`config.mk`:
```
export PLATFORM = sky130hd
export DESIGN_NAME = oam_update_sched_flat
export DESIGN_NICKNAME = d
export VERILOG_FILES = /design/src/rtl/oam_update_sched_pkg.sv /design/src/rtl/oam_update_sched_if.sv /design/src/rtl/oam_update_sched_req_fifo.sv /design/src/rtl/oam_update_sched.sv /design/src/flat_wrapper.sv
export SDC_FILE = /design/constraint.sdc
export NUM_CORES = 1
export LEC_CHECK = 0
export ABC_AREA = 0
export CAP_MARGIN = 40
export CELL_PAD_IN_SITES_DETAIL_PLACEMENT = 2
export CELL_PAD_IN_SITES_GLOBAL_PLACEMENT = 2
export CORE_MARGIN = 2
export CORE_UTILIZATION = 40
export DETAILED_ROUTE_END_ITERATION = 16
export MAX_ROUTING_LAYER = met4
export PLACE_DENSITY_LB_ADDON = 0.1
export SLEW_MARGIN = 20
export SYNTH_ARGS = -nofsm -noshare
export SYNTH_HDL_FRONTEND = slang
export SYNTH_SLANG_ARGS = --single-unit
```
`constraint.sdc`:
```
create_clock -name clk -period 4.1 [get_ports clk]
set_input_delay 0.615 -clock clk [delete_from_list [all_inputs] [get_ports clk]]
set_output_delay 0.615 -clock clk [all_outputs]
set_load 0.005 [all_outputs]
```
`src/rtl/oam_update_sched_pkg.sv`:
```
// OAM update scheduler shared types and PPU/VGA geometry constants.
// No logic; pure declarations.
// No flow control.
package oam_update_sched_pkg;

    localparam int OAM_ADDR_W = 6;
    localparam int OAM_DATA_W = 32;

    // Field offsets inside a 32-bit OAM entry {pal, tile, y, x}
    localparam int OAM_X_LSB    = 0;
    localparam int OAM_Y_LSB    = 8;
    localparam int OAM_TILE_LSB = 16;
    localparam int OAM_PAL_LSB  = 24;

    localparam int VGA_V_VISIBLE = 480;
    localparam int VGA_V_TOTAL   = 525;

    localparam int REQ_W = OAM_ADDR_W + OAM_DATA_W;

    typedef struct packed {
        logic [OAM_ADDR_W-1:0] addr;
        logic [OAM_DATA_W-1:0] data;
    } oam_req_t;

    // Scheduler FSM encoding
    localparam logic [1:0] ST_ACTIVE = 2'd0;
    localparam logic [1:0] ST_DRAIN  = 2'd1;
    localparam logic [1:0] ST_DONE   = 2'd2;

    // Assemble an OAM entry from its four byte fields
    function automatic logic [OAM_DATA_W-1:0] oam_pack(input logic [7:0] pal, input logic [7:0] tile,
                                                       input logic [7:0] y, input logic [7:0] x);
        logic [OAM_DATA_W-1:0] e;
        e = '0;
        e[OAM_PAL_LSB  +: 8] = pal;
        e[OAM_TILE_LSB +: 8] = tile;
        e[OAM_Y_LSB    +: 8] = y;
        e[OAM_X_LSB    +: 8] = x;
        return e;
    endfunction

endpackage

```
`src/rtl/oam_update_sched_if.sv`:
```
// One requester's OAM write request channel (index + entry).
// Combinational wires only.
// valid/ready: transfer happens on a clock edge with both high.
interface oam_update_sched_if;
    import oam_update_sched_pkg::*;

    logic                  valid;
    logic                  ready;
    logic [OAM_ADDR_W-1:0] addr;
    logic [OAM_DATA_W-1:0] data;

    modport master (output valid, output addr, output data, input ready);
    modport slave  (input valid, input addr, input data, output ready);

endinterface

```
`src/rtl/oam_update_sched_req_fifo.sv`:
```
// Synchronous FIFO holding accepted OAM requests in arrival order.
// Head visible combinationally; push/pop take effect at the clock edge.
// Push ignored when full, pop ignored when empty; caller gates both.
module oam_req_fifo #(
    parameter int DEPTH = 8,
    parameter int WIDTH = 38,
    localparam int AW = $clog2(DEPTH),
    localparam int CW = $clog2(DEPTH + 1)
) (
    input  logic             clk,
    input  logic             reset,
    input  logic             push,
    input  logic             pop,
    input  logic [WIDTH-1:0] din,
    output logic [WIDTH-1:0] dout,
    output logic [CW-1:0]    count,
    output logic             empty,
    output logic             full
);

    logic [WIDTH-1:0] mem [DEPTH];
    logic [AW-1:0]    wr_ptr;
    logic [AW-1:0]    rd_ptr;
    logic             do_push;
    logic             do_pop;

    assign do_push = push & ~full;
    assign do_pop  = pop & ~empty;
    assign empty   = (count == '0);
    assign full    = (count == CW'(DEPTH));
    assign dout    = mem[rd_ptr];

    // Storage array; no reset needed since count guards every read
    always_ff @(posedge clk) begin
        if (do_push) mem[wr_ptr] <= din;
    end

    // Pointers wrap naturally because DEPTH is a power of two
    always_ff @(posedge clk or negedge reset) begin
        if (!reset) begin
            wr_ptr <= '0;
            rd_ptr <= '0;
            count  <= '0;
        end else begin
            if (do_push) wr_ptr <= wr_ptr + 1'b1;
            if (do_pop)  rd_ptr <= rd_ptr + 1'b1;
            if (do_push && !do_pop)      count <= count + 1'b1;
            else if (do_pop && !do_push) count <= count - 1'b1;
        end
    end

endmodule

```
`src/rtl/oam_update_sched.sv`:
```
// Round-robin arbitration of two OAM writers into a FIFO, drained to the PPU only in vblank.
// First write two edges after vCount reaches VBLANK_LINE; one write per clock after that.
// Readies drop only when the FIFO is full (registered count) or the other requester holds priority.
module oam_update_sched
    import oam_update_sched_pkg::*;
#(
    parameter int DEPTH          = 8,
    parameter int VBLANK_LINE    = VGA_V_VISIBLE,
    parameter int MAX_PER_VBLANK = 64,
    localparam int CW = $clog2(DEPTH + 1)
) (
    input  logic                  clk,
    input  logic                  reset,
    input  logic [9:0]            vCount,
    oam_update_sched_if.slave     req0,
    oam_update_sched_if.slave     req1,
    output logic [OAM_ADDR_W-1:0] oam_addr,
    output logic [OAM_DATA_W-1:0] oam_data,
    output logic                  oam_write,
    output logic [CW-1:0]         fifo_count,
    output logic                  frame_sync
);

    logic       vblank, vblank_q, vblank_rise;
    logic       last_grant;          // 1: req1 was granted last, so req0 wins a tie
    logic       full, empty;
    logic       ready0, ready1, acc0, acc1, push, pop;
    logic [1:0] state;
    logic [6:0] budget, budget_inc;
    oam_req_t   push_req, head;

    assign vblank      = (vCount >= 10'(VBLANK_LINE));
    assign vblank_rise = vblank & ~vblank_q;

    // A requester is refused only for a full FIFO or when the other one is valid and owns the tie
    assign ready0     = ~full & ~(req1.valid & ~last_grant);
    assign ready1     = ~full & ~(req0.valid & last_grant);
    assign req0.ready = ready0;
    assign req1.ready = ready1;
    assign acc0       = req0.valid & ready0;
    assign acc1       = req1.valid & ready1;
    assign push       = acc0 | acc1;

    assign pop        = (state == ST_DRAIN) & vblank & ~empty;
    assign budget_inc = budget + 7'd1;

    // Select the accepted requester's payload for the FIFO
    always_comb begin
        push_req = '0;
        if (acc0) begin
            push_req.addr = req0.addr;
            push_req.data = req0.data;
        end else begin
            push_req.addr = req1.addr;
            push_req.data = req1.data;
        end
    end

    oam_req_fifo #(.DEPTH(DEPTH), .WIDTH(REQ_W)) u_fifo (
        .clk   (clk),
        .reset (reset),
        .push  (push),
        .pop   (pop),
        .din   (push_req),
        .dout  (head),
        .count (fifo_count),
        .empty (empty),
        .full  (full)
    );

    // Round-robin memory and vblank edge detector; vblank_q resets high so a release mid-blank is ignored
    always_ff @(posedge clk or negedge reset) begin
        if (!reset) begin
            last_grant <= 1'b1;
            vblank_q   <= 1'b1;
            frame_sync <= 1'b0;
        end else begin
            if (acc0)      last_grant <= 1'b0;
            else if (acc1) last_grant <= 1'b1;
            vblank_q   <= vblank;
            frame_sync <= vblank_rise;
        end
    end

    // Drain window FSM: open at vblank start, close on budget exhaustion or end of blank
    always_ff @(posedge clk or negedge reset) begin
        if (!reset) begin
            state  <= ST_ACTIVE;
            budget <= '0;
        end else begin
            case (state)
                ST_ACTIVE: begin
                    if (vblank_rise) begin
                        state  <= ST_DRAIN;
                        budget <= '0;
                    end
                end
                ST_DRAIN: begin
                    if (!vblank) begin
                        state <= ST_ACTIVE;
                    end else if (pop) begin
                        budget <= budget_inc;
                        if (budget_inc == 7'(MAX_PER_VBLANK)) state <= ST_DONE;
                    end
                end
                ST_DONE: begin
                    if (!vblank) state <= ST_ACTIVE;
                end
                default: state <= ST_ACTIVE;
            endcase
        end
    end

    // PPU write port: strobe for exactly the popped cycle, address/data hold between writes
    always_ff @(posedge clk or negedge reset) begin
        if (!reset) begin
            oam_write <= 1'b0;
            oam_addr  <= '0;
            oam_data  <= '0;
        end else begin
            oam_write <= pop;
            if (pop) begin
                oam_addr <= head.addr;
                oam_data <= head.data;
            end
        end
    end

endmodule

```
`src/flat_wrapper.sv`:
```
// flat-port wrapper written by rule: the top's interface ports become plain ports
module oam_update_sched_flat import oam_update_sched_pkg::*;
#(
    parameter int DEPTH          = 8,
    parameter int VBLANK_LINE    = VGA_V_VISIBLE,
    parameter int MAX_PER_VBLANK = 64,
    localparam int CW = $clog2(DEPTH + 1)
)
  (clk, reset, vCount, oam_addr, oam_data, oam_write, fifo_count, frame_sync, req0_valid, req0_addr, req0_data, req0_ready, req1_valid, req1_addr, req1_data, req1_ready);
  oam_update_sched_if req0_i ();
  oam_update_sched_if req1_i ();
  input  logic clk;
  input  logic reset;
  input  logic [9:0] vCount;
  output logic [OAM_ADDR_W-1:0] oam_addr;
  output logic [OAM_DATA_W-1:0] oam_data;
  output logic oam_write;
  output logic [CW-1:0] fifo_count;
  output logic frame_sync;
  input wire logic [$bits(req0_i.valid)-1:0] req0_valid;
  input wire logic [$bits(req0_i.addr)-1:0] req0_addr;
  input wire logic [$bits(req0_i.data)-1:0] req0_data;
  output wire logic [$bits(req0_i.ready)-1:0] req0_ready;
  input wire logic [$bits(req1_i.valid)-1:0] req1_valid;
  input wire logic [$bits(req1_i.addr)-1:0] req1_addr;
  input wire logic [$bits(req1_i.data)-1:0] req1_data;
  output wire logic [$bits(req1_i.ready)-1:0] req1_ready;
  assign req0_i.valid = req0_valid;
  assign req0_i.addr = req0_addr;
  assign req0_i.data = req0_data;
  assign req0_ready = req0_i.ready;
  assign req1_i.valid = req1_valid;
  assign req1_i.addr = req1_addr;
  assign req1_i.data = req1_data;
  assign req1_ready = req1_i.ready;
  oam_update_sched #(.DEPTH(DEPTH), .VBLANK_LINE(VBLANK_LINE), .MAX_PER_VBLANK(MAX_PER_VBLANK)) u_core (.clk(clk), .reset(reset), .vCount(vCount), .req0(req0_i), .req1(req1_i), .oam_addr(oam_addr), .oam_data(oam_data), .oam_write(oam_write), .fifo_count(fifo_count), .frame_sync(frame_sync));
endmodule
```
==> results.sh <==
export IMPL_synthToLayoutAreaGrowth_pct=21.4
export IMPL_drive_gt1_share_pct=26.5
export IMPL_root_buffer="clkbuf_16"
export IMPL_synth_cell_type_count=47
export IMPL_antenna_cells=0
export IMPL_grt_pass1_vias=8430
export IMPL_clkSinkCount=365
export IMPL_avgRoutedWirePerCell_um=25.0
export IMPL_finalCritPeriodShare_pct=71.8
export IMPL_vias=7399
export IMPL_initial_core_util_pct=40.3
export IMPL_wl_met2_mm=17.7
export IMPL_cp_data_required_time_ns=4.31
export IMPL_chipHeight_um=195
export IMPL_hold_violations=0
export IMPL_cts_setup_buffers=0
export IMPL_rsz0062_at_grt="no"
export IMPL_grt_max_degree=54
export IMPL_startpoint_type="register"
export IMPL_end_kind="register"
export IMPL_cts_hold_buffers=0
export IMPL_slew_viol_final=0
export IMPL_highest_layer="met4"
export IMPL_hold_class="input pin to asynchronous set/reset pin"
export IMPL_routed_wl_mm=34.7
export IMPL_clock_latency_ns=0.53
export IMPL_wl_met1_mm=14.8
export IMPL_dr_first_iter_drc_count=465
export IMPL_die_w_um=195
export IMPL_place_gp_congestion=0.732
export IMPL_synth_nets=823
export IMPL_fmax_mhz=340
export IMPL_portBuffers=130
export IMPL_tightest_slew_ns=0.784
export IMPL_synth_seq_cells=365
export IMPL_ctsResizeCount=0
export IMPL_io_pins=136
export IMPL_final_cell_mix="edfxtp_1, clkdlybuf4s50_1, mux4_2"
export IMPL_path_clk_slew_ns=0.06
export IMPL_grt_first_pass_wirelength_mm=53.5
export IMPL_ys_flop_type="edfxtp_1"
export IMPL_track_usage_pct=19.5
export IMPL_syn_inst=726
export IMPL_drv_cap=0
export IMPL_skew_ns=0.0259
export IMPL_drc_errors=0
export IMPL_layout_commonest_cell="edfxtp_1"
export IMPL_wl_met3_mm=1.48
export IMPL_grt_overflow_total=0
export IMPL_power_density_mw_per_mm2=728
export IMPL_cts_buffers=40
export IMPL_cts_tree="yes"
export IMPL_antenna_found_initial=0
export IMPL_outcome="finished clean"
export IMPL_arrival_ns=3.16
export IMPL_ant_nets=0
export IMPL_cp_slowest_stage_delay_ns=0.55
export IMPL_yosys_warnings=0
export IMPL_crit_path_max_fanout=19
export IMPL_ys_async_sr_fraction_pct=16.7
export IMPL_final_setup_viol_count=0
export IMPL_synth_area_mm2=0.0146
export IMPL_irDropWorstVdd_mv=0.333
export IMPL_die_area_mm2=0.0381
export IMPL_worstPathCellList="nor4b_4 > a21oi_2 > nand2_2 > buf_4 > mux2_1"
export IMPL_core_area_mm2=0.0363
export IMPL_rows=70
export IMPL_first_pass_iters=4
export IMPL_clockBufferDepth=3
export IMPL_fin_nets=983
export IMPL_synth_edf_count=304
export IMPL_static_leakage_power_nw=5.97
export IMPL_path_class="register to register"
export IMPL_final_util_pct=48.9
export IMPL_via_per_inst=5.34
export IMPL_synth_seq_area_share_pct=72.9
export IMPL_max_slew_margin_rel_pct=47.7
export IMPL_h_tree_depth=2
export IMPL_dp_hpwl_mm=20.8
export IMPL_syn_avg_cell_area_um2=20.1
export IMPL_slowest_stage="nor4b_4"
export IMPL_fin_tns_setup_ns=0
export IMPL_finalCriticalPeriod_ns=2.94
## area by class of cell
| type | count | area, um^2 |
|---|---|---|
| fillers | 3263 | 18500 |
| flip-flops and latches | 365 | 10700 |
| multi-input cells | 319 | 3710 |
| repair buffers | 155 | 1560 |
| clock buffers | 54 | 1060 |
| well taps | 468 | 586 |
| clock inverters | 19 | 129 |
| inverters | 5 | 23.8 |
## critical path: cells and delay by family, from the launching register on
family	cells	cell delay [ns]
flip-flops	1	0.50
AND/OR/NAND/NOR	2	1.08
buffers and inverters	1	0.45
AO/OA/AOI/OAI	1	0.10
multiplexers	1	0.49
## synth_stat cells (2+ instances only)
master,n,area [um^2]
nand2b_1,4,25.0
edfxtp_1,304,9130
o31ai_1,2,15.0
nor2_2,20,125
buf_4,4,30.0
nand2_1,11,41.3
nor2_1,31,116
inv_1,4,15.0
buf_12,3,60.1
clkbuf_1,9,33.8
dfrtp_1,59,1480
nor2b_1,2,12.5
xnor2_1,6,52.6
buf_6,9,101
or3_1,3,18.8
a2111oi_0,2,17.5
a22o_1,2,17.5
a21oi_1,21,105
mux2i_1,40,400
ha_1,6,75.1
a21oi_2,22,193
mux2_1,11,124
nor3_1,3,15.0
a21o_1,2,15.0
mux4_2,76,1710
dfstp_2,2,52.6
o21ai_0,7,35.0
buf_2,12,60.1
mux2_2,29,327
nand3_1,3,15.0
## power breakdown
part,switching (mW),total (mW),internal (mW),leakage (nW)
Sequential,0.655,5.82,5.17,3.47
Clock,1.41,3.30,1.89,0.575
Combinational,1.87,3.80,1.93,1.92
Total,3.94,12.9,8.98,5.97
## per-stage QoR
| step | instances | total power [mW] | area, um^2 | worst slack, ns | hold slack [ns] |
|---|---|---|---|---|---|
| after CTS | 1385 | 13.2 | 17700 | 1.09 | 0.107 |
| final | 1385 | 12.9 | 17700 | 1.16 | 0.101 |
| after floorplan | 726 | 8.13 | 14600 | 0.0261 | 0.319 |
| after detailed placement | 1312 | 9.82 | 16500 | 0.680 | 0.503 |
| after global placement | 1309 | 9.51 | 16500 | 0.806 | 0.469 |
| after global routing | 1385 | 13.6 | 17700 | 0.911 | 0.124 |
## logic make-up (layout without fill, tap and decap cells)
| logic type | Yosys count | after routing | share of synthesized area (%) |
|---|---|---|---|
| simple gates | 84 | 84 | 3.01 |
| fa+ha+maj | 7 | 7 | 0.651 |
| flops | 365 | 365 | 72.9 |
| compound gates | 65 | 65 | 3.28 |
| xor+xnor | 6 | 6 | 0.360 |
| mux | 157 | 157 | 17.6 |
| buf+inv | 42 | 233 | 2.12 |
## state kept, by name, indices dropped and copies added (netlist names), 2 cells and up
register              cells
u_core.u_fifo.mem       304
u_core.oam_data          32
u_core.budget             7
u_core.oam_addr           6
u_core.u_fifo.count       4
u_core.u_fifo.rd_ptr      3
u_core.u_fifo.wr_ptr      3
u_core.state              2
## routing by layer
layer  global-route usage [%]  vias up
met4                     4.61        0
li1                         -     3241
met5                        -        -
met2                     32.9      169
met3                     3.13       44
met1                     24.9     3945
## path summary, 6_finish.rpt
check / startpoint / end / slack (ns) / depth (start not counted)
max: u_core.u_fifo.count[0] / u_core.u_fifo.mem[1][30] / 1.16 / 5
min: reset / u_core.state[1] / 0.10 / 1
max reg2reg: u_core.u_fifo.count[0] / u_core.u_fifo.mem[1][30] / 1.16 / 5
min reg2reg: u_core.oam_addr[1] / u_core.oam_addr[1] / 0.52 / 2
max in group asynchronous: reset / u_core.last_grant / 3.36 / 2
min in group clk: u_core.oam_addr[1] / u_core.oam_addr[1] / 0.52 / 2
No activity file was read; power rests on OpenSTA's default activity.
